--- src/rtl/toggle_event_receiver.sv ---
// toggle_event_receiver
//   Receive end of a 2-phase toggle link. Each level flip on toggle_in marks
//   one event, and data_in is held stable alongside it. The block synchronizes
//   the toggle and decodes each flip into a single-cycle event. It captures
//   the bundled word into a one-entry valid/ready output register, and it
//   flips ack_toggle once for every accepted event.
//
// Ports
//   clk          rising-edge clock
//   rst_n        asynchronous active-low reset
//   toggle_in    event toggle from the sender (asynchronous to clk)
//   data_in      bundled data, stable from a toggle flip until the matching ack flip
//   ack_toggle   flips once per accepted event
//   out_valid    out_data holds an unconsumed word
//   out_ready    downstream accepts the word when out_valid & out_ready
//   out_data     captured word
//   overflow     sticky: an event arrived with no room and was dropped
//   clr_ovf      synchronous clear of overflow (a same-cycle drop wins)
//   event_count  accepted-event count, wraps modulo 2^CNT_W
//
// SYNC_STAGES must be at least 2.

module toggle_event_receiver #(
  parameter int unsigned DATA_W      = 8,
  parameter int unsigned SYNC_STAGES = 2,
  parameter int unsigned CNT_W       = 16
) (
  input  logic              clk,
  input  logic              rst_n,
  input  logic              toggle_in,
  input  logic [DATA_W-1:0] data_in,
  output logic              ack_toggle,
  output logic              out_valid,
  input  logic              out_ready,
  output logic [DATA_W-1:0] out_data,
  output logic              overflow,
  input  logic              clr_ovf,
  output logic [CNT_W-1:0]  event_count
);

  typedef enum logic {
    EMPTY = 1'b0,
    FULL  = 1'b1
  } state_t;

  logic [SYNC_STAGES-1:0] sync_q;
  logic                   tog_s;
  logic                   tog_prev;
  logic                   evt;

  state_t                 state_q;
  state_t                 state_d;
  logic [DATA_W-1:0]      data_q;
  logic [DATA_W-1:0]      data_d;
  logic                   ack_q;
  logic                   ack_d;
  logic                   ovf_q;
  logic                   ovf_d;
  logic [CNT_W-1:0]       cnt_q;
  logic [CNT_W-1:0]       cnt_d;

  // Toggle synchronizer. Only toggle_in crosses here; data_in is held stable
  // by the sender until the ack returns, so it is sampled directly.
  always_ff @(posedge clk or negedge rst_n) begin
    if (!rst_n) begin
      sync_q   <= '0;
      tog_prev <= 1'b0;
    end else begin
      sync_q   <= {sync_q[SYNC_STAGES-2:0], toggle_in};
      tog_prev <= tog_s;
    end
  end

  assign tog_s = sync_q[SYNC_STAGES-1];

  // Each level change of the synchronized toggle yields exactly one evt cycle.
  assign evt = tog_s ^ tog_prev;

  // State and datapath registers
  always_ff @(posedge clk or negedge rst_n) begin
    if (!rst_n) begin
      state_q <= EMPTY;
      data_q  <= '0;
      ack_q   <= 1'b0;
      ovf_q   <= 1'b0;
      cnt_q   <= '0;
    end else begin
      state_q <= state_d;
      data_q  <= data_d;
      ack_q   <= ack_d;
      ovf_q   <= ovf_d;
      cnt_q   <= cnt_d;
    end
  end

  // Next-state and datapath update
  always_comb begin
    state_d = state_q;
    data_d  = data_q;
    ack_d   = ack_q;
    cnt_d   = cnt_q;
    // The clear is applied first so that a drop in the same cycle overrides it.
    ovf_d   = clr_ovf ? 1'b0 : ovf_q;

    unique case (state_q)
      EMPTY: begin
        if (evt) begin
          data_d  = data_in;
          ack_d   = ~ack_q;
          cnt_d   = cnt_q + CNT_W'(1);
          state_d = FULL;
        end
      end

      FULL: begin
        if (evt) begin
          if (out_ready) begin
            // The held word is consumed and the new word is captured in the same cycle.
            data_d  = data_in;
            ack_d   = ~ack_q;
            cnt_d   = cnt_q + CNT_W'(1);
            state_d = FULL;
          end else begin
            // No room: drop the event without an ack so that the sender stalls.
            ovf_d   = 1'b1;
          end
        end else if (out_ready) begin
          state_d = EMPTY;
        end
      end

      default: begin
        state_d = EMPTY;
      end
    endcase
  end

  assign out_valid   = (state_q == FULL);
  assign out_data    = data_q;
  assign ack_toggle  = ack_q;
  assign overflow    = ovf_q;
  assign event_count = cnt_q;

endmodule
--- config.mk ---
export PLATFORM = sky130hd
export DESIGN_NAME = toggle_event_receiver
export DESIGN_NICKNAME = d
export VERILOG_FILES = /design/src/rtl/toggle_event_receiver.sv
export SDC_FILE = /design/constraint.sdc
export NUM_CORES = 1
export LEC_CHECK = 0
export BUFFER_PORTS_ARGS = -buffer_cell sky130_fd_sc_hd__buf_2
export CORE_MARGIN = 2
export CORE_UTILIZATION = 49
export CTS_CLUSTER_DIAMETER = 120
export DETAILED_ROUTE_END_ITERATION = 8
export GPL_ROUTABILITY_DRIVEN = 0
export GPL_TIMING_DRIVEN = 0
export PLACE_DENSITY = 0.77
export SLEW_MARGIN = 20
export SYNTH_ARGS = -nofsm -noshare
export SYNTH_HDL_FRONTEND = slang
export SYNTH_SLANG_ARGS = --single-unit
--- constraint.sdc ---
create_clock -name clk -period 1.91 [get_ports clk]
set_clock_uncertainty 0.15 [all_clocks]
set_input_delay 0.191 -clock clk [delete_from_list [all_inputs] [get_ports clk]]
set_output_delay 0.191 -clock clk [all_outputs]
set_load 0.1 [all_outputs]
# Word-level counts from Yosys, hierarchy flattened
# Cells that the tools add are included.
dict set report totals {
  register_bits 30
  latch_bits 0
  mem_bits_rw 0
  mem_bits_ro 0
  input_bits 13
  out_inout_bits 27
  elab_cells 35
  mem_count 0
}
dict set report classes {
  n_addsub 1
  multipliers 0
  div_mod_pow 0
  order_cmp 0
  n_eq_ne 3
  shift 0
  muxes 20
  bitwise 3
  reduce_logical 1
}
# cell count
set ops {}
lappend ops {{$mux W16} 3}
lappend ops {{$pmux W16 S2} 1}
lappend ops {{$mux W8} 3}
lappend ops {{$add A16 B1 Y16 const B} 1}
lappend ops {{$pmux W8 S2} 1}
lappend ops {{$mux W1} 10}
lappend ops {{$ne A2 B2 Y1 const B} 3}
lappend ops {{$pmux W1 S2} 2}
lappend ops {{$reduce_and A3 Y1} 1}
lappend ops {{$not A1 Y1} 2}
lappend ops {{$xor A1 B1 Y1} 1}

# Longest topological paths before layout
# Gate-level depths: netlist of the first run.
dict set report logic_depth {
  depth_word 4
  depth_mapped 5
  ltp_nobuf 5
}

# Worst setup path before layout of the first run
# Ideal clock, no wire load.
dict set report synth_path {
  path_kind {flip-flop to flip-flop}
  startpoint {register cnt_q[0] (netlist: event_count[0])}
  endpoint {register cnt_q[14] (netlist: event_count[14])}
  setup_time_ps 162
  arrival_ps 1897
  t_required_ps 1598
  setup_slack_ps -298
  path_stages_with_launch 6
  path_buffers 0
  synth_period_minus_slack_ps 2208
  path_cell_list {dfrtp_1 > ha_1 > and2_2 > nand3_2 > nor4_2 > xor2_1}
}
dict set report synth_via {
  elab_chain_cells 4
  word_cells_on_any_way 5
  cone_classes {add/sub (1); mux (4)}
}
# element line_no
set synth_rtl {}
lappend synth_rtl {{from (decl)} 59} ;# logic [CNT_W-1:0] cnt_q;
lappend synth_rtl {{from (signal assigned)} 92} ;# cnt_q <= cnt_d;
lappend synth_rtl {{$add A16 B1 Y16 *} {110, 121}}
lappend synth_rtl {{$mux W16} 117} ;# if (out_ready) begin
lappend synth_rtl {{$mux W16} 116} ;# if (evt) begin
lappend synth_rtl {{$pmux W16 S2 *} 105} ;# unique case (state_q)
# Every way passes the cells marked *; elsewhere a longest branch is shown, timed or not. The select of a mux whose other input is x is not followed.
# A chain may end at the register's enable or synchronous reset.

# Final worst setup path of the first run
dict set report layout_path {
  startpoint {register sync_q[1]}
  endpoint {register cnt_q[1] (netlist: event_count[1])}
}
dict set report layout_via {
  elab_chain_cells 3
  word_cells_on_any_way 4
  cone_classes {eq/ne (2); bitwise (1); reduce/logical (1)}
}
# element line_no
set layout_rtl {}
lappend layout_rtl {{from (decl)} 46} ;# logic [SYNC_STAGES-1:0] sync_q;
lappend layout_rtl {{from (signal assigned)} 69} ;# sync_q <= {sync_q[SYNC_STAGES-2:0], toggle_in};
lappend layout_rtl {{$xor A1 B1 Y1 *} 77} ;# assign evt = tog_s ^ tog_prev;
lappend layout_rtl {{$ne A2 B2 Y1 (no line)} -}
lappend layout_rtl {{$reduce_and A3 Y1 (no line) *} -}
# Every way passes the cells marked *; elsewhere a longest branch is shown, timed or not.

==> impl_metrics.tcl, run 1 <==
set metrics [dict create \
    synthesis.area_per_instance_um2 13.4 \
    fmaxAchievable_mhz 610 \
    final_layout_size_suffix_gt1_share_pct 51.0 \
    drc 0 \
    finalWirelength_um 2500 \
    maxSlewViolCount 0 \
    syn-cell-area_um2 1250 \
    design.final.nets 164 \
    post_route_fraction_of_the_period_consumed_by_the_critical_path_pct 85.9 \
    rows 18 \
    grt.overflow.total 0 \
    wl_per_cell_um 13.8 \
    netlist-cell-type-count 23 \
    timing_worst_slew_pin_value_ns 0.635 \
    cp-end-kind "flip-flop" \
    power.density_nw_per_um2 1540 \
    htreeDepth 2 \
    portBuffers 39 \
    layout.cells.non_filler 181 \
    die_width_um 54.4 \
    die-area_um2 2960 \
    grt_util_all_layers_pct 20.3 \
    initial_core_util_pct 51.2 \
    synth_fp_nets 107 \
    path_category_of_the_worst_min_delay_check "in2reg" \
    clock_path_buffers 2 \
    antenna_found_initial 0 \
    grt_setup_unrepaired "false" \
    antenna_violating_nets_post_route 0 \
    cts_tree "yes" \
    clkSlewWorstSetupHoldPaths_ns 0.09 \
    critical_path_class "reg2reg" \
    setup_slack_ns 0.270 \
    cap_viol_max_count 0 \
    numPlacedInstances 162 \
    post-route-min-period_ns 1.64 \
    drtPass1Iterations 4 \
    leakage_uw 0.000819 \
    cts-buffers-inserted 5 \
    grt_pass1_vias 934 \
    final.setup.tns_ns 0 \
    grt_pass1_wl_um 4080 \
    maxSlewHeadroom_pct 57.6 \
    area_delta_synth_final_pct 34.9 \
    detail_route.vias_per_cell 5.06 \
    netlist_instances 93 \
    vdd_ir_drop_max_mv 1.12 \
    drt_first_iter_violations 9 \
    nFillCells 195 \
    antenna_cells_inserted 0 \
    sequential_element_share_of_the_synthesized_area_pct 60.2 \
    rr_worst_depth 4 \
    highest_count_cells_in_the_layout_ignoring_fill_and_taps "39 x sky130_fd_sc_hd__buf_2, 18 x sky130_fd_sc_hd__dfrtp_1, 12 x sky130_fd_sc_hd__dfrtp_2" \
    cts_repair_resize_count 0 \
    clock_latency_ns 0.32 \
    min_delay_path_depth 3 \
    dpl_worst_slack_ns 0.267 \
    crit_required_ns 1.97 \
    setup.worst_path.end "event_count[1]$_DFFE_PN0P_" \
    timing.critical_path.arrival_ns 1.70 \
    most_common_cell_after_layout_fill_and_taps_aside "sky130_fd_sc_hd__buf_2" \
    r2r_setup_slack_ns 0.27 \
    core_um2 2430 \
    boundaryPins 40 \
    yosys_warns 0 \
    ys_seq_elements 30 \
    cts.sink_count 30 \
    startpoint "sync_q[1]$_DFF_PN0_" \
    dp_hpwl_um 1780 \
    reg2reg_launch_point "sync_q[1]$_DFF_PN0_" \
    path_max_fanout 10 \
    setup.worst_path.start_class "flip-flop" \
    clk_root_buffer_cell "sky130_fd_sc_hd__clkbuf_4" \
    setup_viol 0 \
    vias 916 \
    run_status "completed" \
    final_hold_viol_count 0 \
    grt_start_max_net_pins 31 \
    floorplan.die.height_um 54.4 \
    critical_path.reg2reg.endpoint "event_count[1]$_DFFE_PN0P_" \
]
[how the worst min path moves through the flow]
stage,start,end
3_3_place_gp,rst_n,ack_toggle$_DFFE_PN0P_
3_5_place_dp,rst_n,ack_toggle$_DFFE_PN0P_
6_report,out_ready,out_valid$_DFF_PN0_
2_1_floorplan,rst_n,ack_toggle$_DFFE_PN0P_
4_1_cts,out_ready,out_valid$_DFF_PN0_
5_1_grt,out_ready,out_valid$_DFF_PN0_
[per-stage QoR]
step | util [%] | total power (uW) | hold WS (ns) | cell area [um2]
final | 69.1 | 2590 | 0.111 | 1680
after global routing | 69.1 | 2700 | 0.106 | 1680
after CTS | 69.1 | 2610 | 0.0968 | 1680
after detailed placement | 61.4 | 2100 | 0.105 | 1490
after global placement | 61.4 | 2070 | 0.0977 | 1490
after floorplan | - | 1890 | -0.255 | 1260
[layer usage]
metal | vias up | GRT usage, % | wire length (um)
li1 | 433 | - | -
met3 | 7 | 6.28 | 139
met5 | - | 0 | 0
met1 | 446 | 21.7 | 958
met2 | 30 | 35.3 | 1360
met4 | 0 | 11.3 | 37
[power breakdown]
part	switching [uW]	leakage [uW]	internal [uW]	total, uW
clock network	218	0.0000450	271	488
registers	116	0.000360	765	881
logic	999	0.000414	219	1220
total	1330	0.000819	1250	2590
[what timing repair did]
item	in CTS	in global routing
endpoints found under the setup margin	0	0
hold buffers	11	0
setup buffers	0	0
hold endpoints to repair	40	0
[layout make-up]
cell class                      instances  area, um2  area share (%)
Timing Repair Buffer                   50        305            18.2
Sequential cell                        30        766            45.5
Multi-Input combinational cell         61        484            28.8
Tap cell                               30       37.5            2.23
Clock inverter                          3       40.0            2.38
Inverter                                1       3.75           0.223
Buffer                                  1       7.51           0.446
Clock buffer                            5       37.5            2.23
[worst max-delay path: stages, from the launching register on]
cell                      delay, ns
sky130_fd_sc_hd__dfrtp_1       0.43
sky130_fd_sc_hd__xnor2_2       0.21
sky130_fd_sc_hd__nor2_4        0.18
sky130_fd_sc_hd__buf_4         0.21
sky130_fd_sc_hd__mux2_2        0.35
[kinds of logic after synthesis]
| family | after synthesis | synth area share, % |
|---|---|---|
| compound gates | 1 | 0.502 |
| xor+xnor | 18 | 13.3 |
| simple gates | 32 | 16.0 |
| buf+inv | 2 | 0.904 |
| fa+ha+maj | 1 | 1.00 |
| flops | 30 | 60.2 |
| mux | 9 | 8.13 |
[sequential cells by signal, summed over array words and instances, names as in the netlist]
signal       flops
ack_toggle       1
event_count     16
out_data         8
out_valid        1
overflow         1
sync_q           2
tog_prev         1
[cells in the mapped netlist]
| cell | instances | area share, % |
|---|---|---|
| sky130_fd_sc_hd__and2_2 | 1 | 0.60 |
| sky130_fd_sc_hd__and3_1 | 2 | 1.0 |
| sky130_fd_sc_hd__and3_2 | 2 | 1.2 |
| sky130_fd_sc_hd__buf_4 | 1 | 0.60 |
| sky130_fd_sc_hd__dfrtp_1 | 30 | 60 |
| sky130_fd_sc_hd__ha_1 | 1 | 1.0 |
| sky130_fd_sc_hd__inv_1 | 1 | 0.30 |
| sky130_fd_sc_hd__mux2_2 | 9 | 8.1 |
| sky130_fd_sc_hd__nand2_1 | 8 | 2.4 |
| sky130_fd_sc_hd__nand2b_1 | 1 | 0.50 |
| sky130_fd_sc_hd__nand3_1 | 4 | 1.6 |
| sky130_fd_sc_hd__nand3_2 | 1 | 0.80 |
| sky130_fd_sc_hd__nand4_1 | 4 | 2.0 |
| sky130_fd_sc_hd__nor2_1 | 3 | 0.90 |
| sky130_fd_sc_hd__nor2_4 | 1 | 0.90 |
| sky130_fd_sc_hd__nor2b_1 | 1 | 0.50 |
| sky130_fd_sc_hd__nor3_1 | 2 | 0.80 |
| sky130_fd_sc_hd__nor4_2 | 1 | 1.0 |
| sky130_fd_sc_hd__nor4_4 | 1 | 1.7 |
| sky130_fd_sc_hd__o22ai_1 | 1 | 0.50 |
| sky130_fd_sc_hd__xnor2_1 | 8 | 5.6 |
| sky130_fd_sc_hd__xnor2_2 | 1 | 1.3 |
| sky130_fd_sc_hd__xor2_1 | 9 | 6.3 |
Power figures use the tool's default switching activity.
==> run 2, diff against run 1 <==
--- a/config.mk
+++ b/config.mk
@@ -11,8 +11,8 @@
 export CTS_CLUSTER_DIAMETER = 120
 export DETAILED_ROUTE_END_ITERATION = 8
 export GPL_ROUTABILITY_DRIVEN = 0
-export GPL_TIMING_DRIVEN = 0
 export PLACE_DENSITY = 0.77
+export REMOVE_ABC_BUFFERS = 1
 export SLEW_MARGIN = 20
 export SYNTH_ARGS = -nofsm -noshare
 export SYNTH_HDL_FRONTEND = slang
==> run 2 against run 1 <==
Sequential share of layout area up 0.62 points. Cell count down 1.1%. Clock power down 29%. Critical path depth down 1. Cell area down 3.3%. Worst setup slack better by 0.0062 ns. Critical path type unchanged. Largest power group unchanged.
==> impl_metrics.tcl, run 2 (synthesis gave the netlist of run 1 again) <==
set metrics [dict create \
    run_status "completed" \
    finalWirelength_um 2460 \
    final_layout_size_suffix_gt1_share_pct 40.9 \
    portBuffers 39 \
    power.density_nw_per_um2 1500 \
    postCtsSetupRepairBufs 0 \
    die-area_um2 2960 \
    timing.critical_path.arrival_ns 1.70 \
    floorplan.die.height_um 54.4 \
    grt.overflow.total 0 \
    grt.met2_usage_pct 31.9 \
    highest_count_cells_in_the_layout_ignoring_fill_and_taps "39 x sky130_fd_sc_hd__buf_2, 30 x sky130_fd_sc_hd__dfrtp_1, 11 x sky130_fd_sc_hd__dlygate4sd3_1" \
    numPlacedInstances 161 \
    die_width_um 54.4 \
    grt_pass1_vias 905 \
    leakage_uw 0.000811 \
    grt_pass1_wl_um 3950 \
    setup.worst_path.start_class "flip-flop" \
    core_um2 2430 \
    path_category_of_the_worst_min_delay_check "in2reg" \
    cts-buffers-inserted 5 \
    drt_first_iter_violations 2 \
    sequentialPowerShare_pct 35.6 \
    intPower_uw 1110 \
    final_hold_viol_count 0 \
    setup_slack_ns 0.276 \
    dpl_worst_slack_ns 0.272 \
    maxSlewViolCount 0 \
    net-switching-power_uw 1330 \
    crit_required_ns 1.98 \
    drtPass1Iterations 4 \
    clock_latency_ns 0.33 \
    boundaryPins 40 \
    clkSlewWorstSetupHoldPaths_ns 0.09 \
    critical_path_class "reg2reg" \
    timing_worst_slew_pin_value_ns 0.647 \
    post_route_fraction_of_the_period_consumed_by_the_critical_path_pct 85.5 \
    crit_path_cell_trace "xnor2_2, nor2_4, mux2_2" \
    timing.critical_path.slowest_cell_delay_ns 0.42 \
    antenna_cells_inserted 0 \
    cap_viol_max_count 0 \
    most_common_cell_after_layout_fill_and_taps_aside "sky130_fd_sc_hd__buf_2" \
    cts_tree "yes" \
    grt_use_met1_pct 22.0 \
    grt_util_all_layers_pct 19.8 \
    switching_share_pct 54.5 \
    htreeDepth 2 \
    grt_start_max_net_pins 31 \
    area_delta_synth_final_pct 30.5 \
    setup_viol 0 \
    met3_usage_pct 8.20 \
    power_frac_comb_pct 50.1 \
    maxSlewHeadroom_pct 56.9 \
    busiest_layer "met2" \
    vias 909 \
    clock_path_buffers 2 \
    grt_setup_unrepaired "false" \
    drc 0 \
    nFillCells 194 \
    design.final.nets 163 \
    antenna_found_initial 0 \
    detail_route.vias_per_cell 5.08 \
    initial_core_util_pct 51.2 \
    cp-end-kind "flip-flop" \
    crit_path_top_delay_cell "sky130_fd_sc_hd__dfrtp_1" \
    post-route-min-period_ns 1.63 \
    cts_repair_resize_count 0 \
    fmaxAchievable_mhz 612 \
    share_clk_of_total_power_pct 14.2 \
    vdd_ir_drop_max_mv 1.22 \
    final.setup.tns_ns 0 \
    finish.utilization_pct 66.9 \
    clk_root_buffer_cell "sky130_fd_sc_hd__clkbuf_4" \
    wl_per_cell_um 13.7 \
    antenna_violating_nets_post_route 0 \
    path_max_fanout 14 \
    cts.sink_count 30 \
    largest_register_ff_count 16 \
    layout.cells.non_filler 179 \
    rows 18 \
]
run 2: cell types whose count changed in the layout (fill, tap and decap cells not counted), sizes merged:
cell / previous run / this run
clkinv: 2 / 0
buf: 40 / 39
bufinv: 1 / 0
clkbuf: 5 / 7
run 2: what timing repair did:
action / in CTS / in global routing
endpoints found under the hold margin: 40 / 0
setup endpoints to repair: 0 / 0
hold buffers: 11 / 0
run 2: critical path, delay by kind of cell, from the launching register on:
kind / cells / cell delay (ns)
flip-flops: 1 / 0.42
XOR/XNOR: 1 / 0.21
AND/OR/NAND/NOR: 1 / 0.35
multiplexers: 1 / 0.39
run 2: layout make-up:
type	count	area (um2)	area share (%)
inverter	1	3.75	0.231
sequential	30	751	46.2
clock buffer	7	45.0	2.77
multi-input combinational	61	484	29.8
timing repair buffer	50	305	18.8
tap	30	37.5	2.31
run 2: stage by stage:
stage / cell area (um2) / total power (uW) / hold WS [ns]
5_1_grt: 1630 / 2540 / 0.0833
3_3_place_gp: 1470 / 2060 / 0.0940
4_1_cts: 1630 / 2450 / 0.0834
3_5_place_dp: 1470 / 2090 / 0.106
6_report: 1630 / 2430 / 0.0880
2_1_floorplan: 1240 / 1870 / -0.255
run 2: path summary, 6_finish.rpt:
check | startpoint | to | slack, ns | cells past startpoint
max in group asynchronous | rst_n | out_data[5]$_DFFE_PN0P_ | 0.93 | 2
hold reg to reg | sync_q[0]$_DFF_PN0_ | sync_q[1]$_DFF_PN0_ | 0.21 | 0
min in group asynchronous | rst_n | event_count[5]$_DFFE_PN0P_ | 0.26 | 2
setup reg to reg | tog_prev$_DFF_PN0_ | out_data[4]$_DFFE_PN0P_ | 0.28 | 3
setup / recovery | tog_prev$_DFF_PN0_ | out_data[4]$_DFFE_PN0P_ | 0.28 | 3
hold / removal | out_ready | out_valid$_DFF_PN0_ | 0.09 | 3
run 2: metal layers:
layer,wire length (um),vias up
met3,197,6
met5,0,-
met1,971,442
met2,1240,36
li1,-,425
met4,51,0
run 2: power groups by stage:
| stage | clock, uW | combinational (uW) | sequential [uW] |
|---|---|---|---|
| finish | 347 | 1220 | 866 |
| global route | 384 | 1270 | 886 |
| CTS | 356 | 1230 | 866 |
| detailed placement | 0 | 1210 | 879 |
| global placement | 0 | 1190 | 867 |
| floorplan | 0 | 179 | 1690 |
